### config.mk
export PLATFORM = sky130hd
export DESIGN_NAME = pia_multi
export DESIGN_NICKNAME = d
export VERILOG_FILES = /design/src/rtl/pia_multi.sv
export SDC_FILE = /design/constraint.sdc
export NUM_CORES = 1
export LEC_CHECK = 0
export ABC_AREA = 1
export CORE_UTILIZATION = 48
export CTS_CLUSTER_SIZE = 40
export DETAILED_ROUTE_END_ITERATION = 8
export PLACE_DENSITY = 0.81
export SLEW_MARGIN = 30
export SYNTH_ARGS = -nofsm -noshare
export SYNTH_HDL_FRONTEND = slang
export SYNTH_SLANG_ARGS = --single-unit
### constraint.sdc
create_clock -name enable -period 1.81 [get_ports enable]
set_input_delay 0.362 -clock enable [delete_from_list [all_inputs] [get_ports enable]]
set_output_delay 0.362 -clock enable [all_outputs]
set_load 0.1 [all_outputs]
### src/rtl/pia_multi.sv
// pia_multi: MC6820-style PIA with NUM_PORTS ports of PORT_WIDTH bits on an 8-bit bus clocked by E.
// Optional feature: define PIA_INPUT_SYNC_EN to pass pi/c1/c2i through 2-flop synchronisers.
module pia_multi #(
  parameter int         NUM_PORTS      = 2,
  parameter int         PORT_WIDTH     = 8,
  parameter logic [7:0] WR_STROBE_MASK = 8'b0000_0010,
  localparam int        AW             = $clog2(NUM_PORTS) + 1,
  localparam int        PW             = PORT_WIDTH
) (
  input  logic                    enable,
  input  logic                    reset,
  input  logic [2:0]              cs,
  input  logic [AW-1:0]           rs,
  input  logic                    rw,
  input  logic [7:0]              di,
  output logic [7:0]              dout,
  input  logic [NUM_PORTS*PW-1:0] pi,
  output logic [NUM_PORTS*PW-1:0] po,
  output logic [NUM_PORTS*PW-1:0] po_oe,
  input  logic [NUM_PORTS-1:0]    c1,
  input  logic [NUM_PORTS-1:0]    c2i,
  output logic [NUM_PORTS-1:0]    c2o,
  output logic [NUM_PORTS-1:0]    c2_oe,
  output logic [NUM_PORTS-1:0]    irq_n
);

  logic [NUM_PORTS*PW-1:0] pi_use;
  logic [NUM_PORTS-1:0]    c1_use, c2_use;
  logic                    selected;
  logic [AW-1:0]           port_sel;
  logic [7:0]              rd_val [NUM_PORTS];

`ifdef PIA_INPUT_SYNC_EN
  logic [NUM_PORTS*PW-1:0] pi_s1, pi_s2;
  logic [NUM_PORTS-1:0]    c1_s1, c1_s2, c2_s1, c2_s2;

  always_ff @(posedge enable or posedge reset) begin
    if (reset) begin
      pi_s1 <= '0;
      pi_s2 <= '0;
      c1_s1 <= '0;
      c1_s2 <= '0;
      c2_s1 <= '0;
      c2_s2 <= '0;
    end else begin
      pi_s1 <= pi;
      pi_s2 <= pi_s1;
      c1_s1 <= c1;
      c1_s2 <= c1_s1;
      c2_s1 <= c2i;
      c2_s2 <= c2_s1;
    end
  end

  assign pi_use = pi_s2;
  assign c1_use = c1_s2;
  assign c2_use = c2_s2;
`else
  assign pi_use = pi;
  assign c1_use = c1;
  assign c2_use = c2i;
`endif

  assign selected = (cs == 3'b011);
  assign port_sel = rs >> 1;

  for (genvar p = 0; p < NUM_PORTS; p++) begin : g_port
    localparam logic [AW-1:0] PIDX = AW'(p);

    logic [PW-1:0] or_q, ddr_q, pin_val, data_val;
    logic [5:0]    cr_q;
    logic          irq1_q, irq2_q, c1_prev_q, c2_prev_q, c2_low_q;
    logic          acc, data_sel, ddr_sel, ctl_sel, trig, rd_clear, mode_change;
    logic          c1_edge, c2_edge, hs_mode, pulse_mode;

    assign acc         = selected && (port_sel == PIDX);
    assign data_sel    = acc && !rs[0] && cr_q[2];
    assign ddr_sel     = acc && !rs[0] && !cr_q[2];
    assign ctl_sel     = acc && rs[0];
    assign trig        = data_sel && (WR_STROBE_MASK[p] ? !rw : rw);
    assign rd_clear    = data_sel && rw;
    assign mode_change = ctl_sel && !rw && (di[5:3] != cr_q[5:3]);
    assign hs_mode     = cr_q[5] && !cr_q[4] && !cr_q[3];
    assign pulse_mode  = cr_q[5] && !cr_q[4] && cr_q[3];
    assign c1_edge     = cr_q[1] ? (c1_use[p] && !c1_prev_q) : (!c1_use[p] && c1_prev_q);
    assign c2_edge     = cr_q[4] ? (c2_use[p] && !c2_prev_q) : (!c2_use[p] && c2_prev_q);

    // c2_low_q is the pending pulse/handshake; a mode change drops it so c2o tracks the new mode.
    always_ff @(posedge enable or posedge reset) begin
      if (reset) begin
        or_q      <= '0;
        ddr_q     <= '0;
        cr_q      <= '0;
        irq1_q    <= 1'b0;
        irq2_q    <= 1'b0;
        c1_prev_q <= 1'b0;
        c2_prev_q <= 1'b0;
        c2_low_q  <= 1'b0;
      end else begin
        c1_prev_q <= c1_use[p];
        c2_prev_q <= c2_use[p];
        if (data_sel && !rw) or_q  <= di[PW-1:0];
        if (ddr_sel && !rw)  ddr_q <= di[PW-1:0];
        if (ctl_sel && !rw)  cr_q  <= di[5:0];
        irq1_q <= c1_edge || (irq1_q && !rd_clear);
        irq2_q <= (c2_edge && !cr_q[5]) || (irq2_q && !rd_clear);
        if (mode_change)     c2_low_q <= 1'b0;
        else if (hs_mode)    c2_low_q <= trig ? 1'b1 : (c1_edge ? 1'b0 : c2_low_q);
        else if (pulse_mode) c2_low_q <= trig;
        else                 c2_low_q <= 1'b0;
      end
    end

    assign pin_val  = pi_use[p*PW +: PW];
    assign data_val = (ddr_q & or_q) | (~ddr_q & pin_val);

    assign po[p*PW +: PW]    = or_q;
    assign po_oe[p*PW +: PW] = ddr_q;
    assign c2_oe[p]          = cr_q[5];
    assign c2o[p]            = cr_q[5] ? (cr_q[4] ? cr_q[3] : !c2_low_q) : 1'b1;
    assign irq_n[p]          = !((irq1_q && cr_q[0]) || (irq2_q && cr_q[3] && !cr_q[5]));
    assign rd_val[p]         = rs[0] ? {irq1_q, irq2_q, cr_q}
                                     : (cr_q[2] ? 8'(data_val) : 8'(ddr_q));
  end

  // Unmatched port indices fall through to zero.
  always_comb begin
    dout = '0;
    for (int i = 0; i < NUM_PORTS; i++) begin
      if (selected && rw && (port_sel == AW'(i))) dout = rd_val[i];
    end
  end

endmodule
==> flow_metrics.py, run 1 <==
metrics = {
    "status": {
        "status": "finished, violations left",
        "violations": "setup timing",
    },
    "die": {
        "io_pins": 82,
        "die_w_microns": 81.1,
        "initial_utilization": 0.502,
        "die_y_microns": 81.1,
        "num_rows": 28,
        "core_sq_um": 5990,
        "dieArea_sq_um": 6580,
    },
    "placed_design": {
        "gp_congestion": 0.910,
        "pre_cts_ws_ps": -442,
        "dp.cells": 526,
        "dp_hpwl_mm": 7.02,
        "port_buffers": 81,
    },
    "yosys": {
        "synth_top_family_by_area": "compound AO/OA/AOI/OAI gates",
        "synth_xor_xnor_area_share": 0,
        "netlist.area_leader.share": 0.449,
        "syn_area_sq_um": 3010,
        "synth_cell_types": 29,
        "yosys.area_share.adder": 0,
        "synth_seq_cells": 54,
        "postSynth.asyncResetShare": 1.00,
        "syn_inst": 344,
        "yosysSeqAreaShare": 0.449,
        "ys_top_cells_by_count": "nand2_1 (83), dfrtp_1 (54), o21ai_2 (41), o21ai_0 (36), nor2_1 (26)",
        "ys.warnings.count": 0,
        "yosys.area_share.simple": 0.232,
        "synth-edff-count": 0,
        "synth.most_common_cell": "nand2_1",
        "synth_compound_area_frac": 0.241,
        "synth_top_cell_by_area": "dfrtp_1",
        "synth.area.top_cells": "dfrtp_1 (45%), o21ai_2 (12%), nand2_1 (10%)",
        "synthMuxAreaShare": 0,
        "synth_fp_nets": 380,
        "synth_flop_cell": "dfrtp_1",
        "avgSynthCellArea_sq_um": 8.74,
    },
    "sta": {
        "fmax_ghz": 0.489,
        "slew_viol_final": 0,
        "worst_slack_ps": -235,
        "min_period_ps": 2040,
        "rsz0062_at_grt": "yes",
        "setup_violations": 8,
        "period_share": 1.13,
        "fin_tns_setup_ps": -1580,
        "fin_skew_ps": 8.17,
        "hold_violations": 0,
        "slew_headroom": 0.689,
        "worst_pin_slew_ps": 466,
    },
    "detailed_routing": {
        "wirelength_mm": 10.1,
        "num_vias": 3044,
        "via_per_inst": 5.70,
        "postRouteAntennaNets": 0,
        "drt_iter0_markers": 347,
        "drcViolationCount": 0,
        "drt-wirelength-per-cell_microns": 18.8,
        "drtPass1Iterations": 5,
    },
    "global_route": {
        "grt_antenna_before_repair": 0,
        "grt_pass1_vias": 2966,
        "grt_max_degree": 40,
        "grt_pass1_wl_mm": 15.4,
        "track_usage": 0.322,
        "grt-ovfl-total": 0,
    },
    "final_layout": {
        "diodes": 0,
        "nFillCells": 307,
        "drive_gt1_frac": 0.519,
        "area_growth_pct": 66.4,
        "nNetsFinal": 494,
        "fin_cells": 534,
    },
    "clock_tree": {
        "clock-root-buffer": "clkbuf_8",
        "clock_sinks": 54,
        "clock_latency_ps": 320,
        "cts.path.max_buffers": 2,
        "cts_buffers": 5,
        "holdBufCountCts": 0,
        "path_clk_slew_ps": 110,
        "cts_tree": "yes",
        "htreeDepth": 2,
    },
    "worst_setup_path": {
        "startpoint_type": "flop",
        "r2r_cells": 5,
        "path_class": "reg2out",
        "r2r-end": "g_port[1].or_q[5]",
        "crit_arrival_ps": 1680,
        "rrSetupSlack_ps": 570,
        "endpoint_kind": "output port",
        "reg2reg_from": "g_port[1].cr_q[2]",
        "required_ps": 1450,
        "path_max_fanout": 6,
    },
    "pwr": {
        "p_leak_nw": 2.15,
        "report.power.total_mw": 4.67,
        "vdd_ir_drop_max_mv": 0.647,
        "pwr_density_cell_nw_per_um2": 934,
    },
    "job": {
        "maxCapViolCount": 0,
    },
    "worst_hold_path": {
        "hold_path.class": "in2async",
    },
}
[sequential cells by signal, indices dropped and copies added (netlist names)]
name / flops
g_port.c2_prev_q: 2
g_port.irq1_q: 2
g_port.or_q: 16
g_port.cr_q: 12
g_port.c1_prev_q: 2
g_port.c2_low_q: 2
g_port.irq2_q: 2
g_port.ddr_q: 16
[worst max path at each step]
stage                           start  endpoint  slack (ps)  depth (start not counted)
finish              g_port[1].cr_q[2]   dout[4]        -230                          6
global route        g_port[1].cr_q[2]   dout[3]        -280                          7
CTS                 g_port[1].cr_q[2]   dout[3]        -220                          7
detailed placement              cs[1]   dout[7]        -440                          8
global placement                cs[1]   dout[7]        -370                          8
floorplan           g_port[1].or_q[1]   dout[1]        -450                          4
[report_power, final]
part / switching, mW / internal [mW]
clock: 0.433 / 0.280
combinational: 1.48 / 0.851
sequential: 0.256 / 1.37
total: 2.17 / 2.50
[stage by stage]
stage	utilization	instance area (sq um)	hold WS, ps
4_1_cts	0.825	4940	337
3_3_place_gp	0.797	4780	485
6_report	0.835	5000	330
5_1_grt	0.835	5000	375
2_1_floorplan	-	3160	393
3_5_place_dp	0.797	4780	507
[per-layer routing]
metal	vias to the layer above	part of all wire	wire length, microns	GRT usage
li1	1379	-	-	-
met4	0	0.052	524	0.163
met5	-	0	0	0
met1	1478	0.40	4000	0.419
met2	146	0.48	4840	0.513
met3	41	0.069	691	0.0573
[layout make-up]
class / count / area (sq um) / area share
multi-input cells: 249 / 1650 / 0.330
clock inverters: 3 / 26.3 / 0.00525
well taps: 75 / 93.8 / 0.0188
repair buffers: 122 / 1670 / 0.334
clock buffers: 5 / 68.8 / 0.0138
flip-flops and latches: 54 / 1390 / 0.277
inverters: 26 / 105 / 0.0210
[repair_timing]
action | in CTS | in global routing
pin swaps | 11 | 6
setup endpoints to repair | 8 | 10
gates resized for setup | 44 | 19
setup buffers | 1 | 0
[cells in the final DEF (no fill, tap or decap)]
| master | synthesis | layout |
|---|---|---|
| o21ai_2 | 41 | 55 |
| clkbuf_8 | 0 | 5 |
| clkinv_4 | 0 | 4 |
| o21ai_1 | 3 | 11 |
| nand2_2 | 9 | 15 |
| o21ai_4 | 0 | 7 |
| clkdlybuf4s15_1 | 0 | 1 |
| nor3b_1 | 3 | 2 |
| o22ai_1 | 1 | 1 |
| buf_12 | 0 | 52 |
| nand4_1 | 1 | 1 |
| nand2_1 | 83 | 74 |
| dlygate4sd2_1 | 0 | 4 |
| and2_0 | 1 | 1 |
| o21ai_0 | 36 | 7 |
| nand2_4 | 0 | 3 |
| o311ai_2 | 0 | 1 |
| nor2_4 | 5 | 5 |
| buf_6 | 8 | 5 |
| nor2_2 | 0 | 4 |
| clkdlybuf4s15_2 | 0 | 2 |
| nand3_1 | 4 | 2 |
| inv_4 | 1 | 1 |
| dfrtp_1 | 54 | 27 |
| clkdlybuf4s50_1 | 0 | 28 |
| nor2_1 | 26 | 22 |
| a21oi_2 | 0 | 4 |
| a21oi_1 | 20 | 16 |
| nand4_4 | 1 | 1 |
| o211ai_1 | 3 | 3 |
| inv_2 | 3 | 5 |
| buf_4 | 4 | 30 |
| inv_1 | 22 | 19 |
| nor3b_2 | 0 | 1 |
| nor3_4 | 1 | 1 |
| nand3_2 | 3 | 5 |
| a32oi_2 | 0 | 2 |
| nand3_4 | 3 | 3 |
| dfrtp_2 | 0 | 27 |
| o21a_1 | 2 | 2 |
[logic make-up after synthesis]
logic type / count (synthesis)
flip-flops: 54
AND/OR/NAND/NOR: 140
AO/OA/AOI/OAI: 109
buffers and inverters: 41
[worst max-delay path: stages, from the launching register on]
cell,delay (ps)
dfrtp_2,470
inv_4,90
nor3b_1,320
o21ai_2,120
nand2_1,120
o21ai_4,80
buf_12,160
(Power assumes the default switching activity.)
==> inputs of run 2 (changes only) <==
SETUP_SLACK_MARGIN = 0.05   (was not set)
SKIP_CTS_REPAIR_TIMING = 1   (was not set)
==> flow_metrics.py, run 2 (synthesized netlist as in run 1, its figures left out) <==
metrics = {
    "worst_setup_path": {
        "path_class": "reg2out",
        "crit_arrival_ps": 1760,
        "endpoint_kind": "output port",
        "startpoint_type": "flop",
        "required_ps": 1450,
        "path_max_fanout": 7,
    },
    "final_layout": {
        "nNetsFinal": 504,
        "reg_top3": "g_port.ddr_q x16, g_port.or_q x16, g_port.cr_q x12",
        "area_growth_pct": 70.7,
        "mostFrequentLayoutCell": "nand2_1",
        "drive_gt1_frac": 0.516,
        "design_area_sq_um": 5130,
        "nFillCells": 280,
        "diodes": 0,
        "final_cell_mix": "nand2_1 (76), o21ai_2 (52), buf_12 (52)",
    },
    "global_route": {
        "grt-ovfl-total": 0,
        "met3_usage": 0.0584,
        "grt_pass1_vias": 2971,
        "grt_pass1_wl_mm": 15.4,
        "met1_usage": 0.409,
        "grt_max_degree": 55,
        "top_usage_layer": "met2",
        "grt_antenna_before_repair": 0,
        "track_usage": 0.322,
        "grt_use_met2": 0.546,
    },
    "detailed_routing": {
        "drt_iter0_markers": 235,
        "wirelength_mm": 10.9,
        "drt-wirelength-per-cell_microns": 20.0,
        "via_per_inst": 5.84,
        "num_vias": 3179,
        "drcViolationCount": 0,
        "postRouteAntennaNets": 0,
        "drtPass1Iterations": 7,
    },
    "die": {
        "dieArea_sq_um": 6580,
        "die_w_microns": 81.1,
        "num_rows": 28,
        "io_pins": 82,
        "initial_utilization": 0.502,
        "die_y_microns": 81.1,
        "core_sq_um": 5990,
    },
    "sta": {
        "slew_viol_final": 0,
        "rsz0062_at_grt": "yes",
        "min_period_ps": 2120,
        "hold-worst-slack_ps": 404,
        "hold_violations": 0,
        "fmax_ghz": 0.472,
        "slew_headroom": 0.687,
        "period_share": 1.17,
        "fin_skew_ps": 8.70,
        "worst_pin_slew_ps": 469,
        "setup_violations": 8,
        "worst_slack_ps": -309,
    },
    "pwr": {
        "pwr_density_cell_nw_per_um2": 953,
        "vdd_ir_drop_max_mv": 0.780,
        "report.power.total_mw": 4.89,
        "p_leak_nw": 2.25,
        "internal_power_mw": 2.68,
        "power_frac_seq": 0.336,
        "comb_power_share": 0.492,
        "clkPwrFrac": 0.172,
        "switching_share": 0.451,
        "switching_power_mw": 2.20,
    },
    "clock_tree": {
        "cts.path.max_buffers": 2,
        "path_clk_slew_ps": 100,
        "cts_buffers": 5,
        "cts_tree": "yes",
        "htreeDepth": 2,
        "clock-root-buffer": "clkbuf_8",
        "clock_sinks": 54,
        "clock_latency_ps": 320,
    },
    "status": {
        "violations": "setup timing",
        "status": "finished, violations left",
    },
    "placed_design": {
        "dp_hpwl_mm": 7.14,
        "placed_cell_area_sq_um": 4840,
        "gp_congestion": 0.873,
        "port_buffers": 81,
    },
    "job": {
        "maxCapViolCount": 0,
    },
    "worst_hold_path": {
        "hold_path.class": "in2async",
    },
}
## run 2: metrics by stage
stage / worst slack [ps] / cells / util / TNS, ps
2_1_floorplan: -177 / 344 / - / -822
3_3_place_gp: -411 / 530 / 0.807 / -5010
3_5_place_dp: -445 / 530 / 0.807 / -7090
4_1_cts: -456 / 538 / 0.826 / -3250
5_1_grt: -362 / 544 / 0.857 / -2230
6_report: -309 / 544 / 0.857 / -1880
## run 2: path summary, 6_finish.rpt
check / startpoint / end / slack, ps / depth (start not counted)
worst min-delay path: reset / g_port[1].or_q[7] / 400 / 3
worst min register to register: g_port[0].cr_q[1] / g_port[0].cr_q[1] / 530 / 2
max in group asynchronous: reset / g_port[1].or_q[3] / 1130 / 3
worst max register to register: g_port[1].cr_q[2] / g_port[1].ddr_q[3] / 430 / 5
worst max-delay path: g_port[0].cr_q[2] / dout[5] / -310 / 7
min in group enable: c1[0] / g_port[0].c1_prev_q / 490 / 1
## run 2: power by group through the flow
stage / combinational, mW / clock [mW] / sequential, mW
after floorplan: 0.761 / 0 / 2.21
after global placement: 2.23 / 0 / 1.62
after detailed placement: 2.28 / 0 / 1.63
after CTS: 2.29 / 0.818 / 1.61
after global routing: 2.50 / 0.880 / 1.66
final: 2.41 / 0.840 / 1.64
## run 2: cell type report
class                           instances  area [sq um]  share of cell area
Tap cell                               75          93.8              0.0183
Timing Repair Buffer                  132          1770               0.344
Clock buffer                            6          72.6              0.0141
Inverter                               26           103              0.0200
Multi-Input combinational cell        249          1670               0.326
Clock inverter                          2          37.5             0.00732
Sequential cell                        54          1390               0.270
## run 2: worst max-delay path: stages (launching register included)
cell and delay [ps]:
dfrtp_2 500, buf_6 160, nand2_1 90, nor2_1 70, o21ai_1 160, o21ai_2 90
o21ai_4 160, buf_12 190
## run 2: per-layer routing
metal / routed length, microns / share of wire
met5: 0 / 0
met4: 557 / 0.051
met3: 877 / 0.080
met2: 5390 / 0.49
met1: 4070 / 0.37
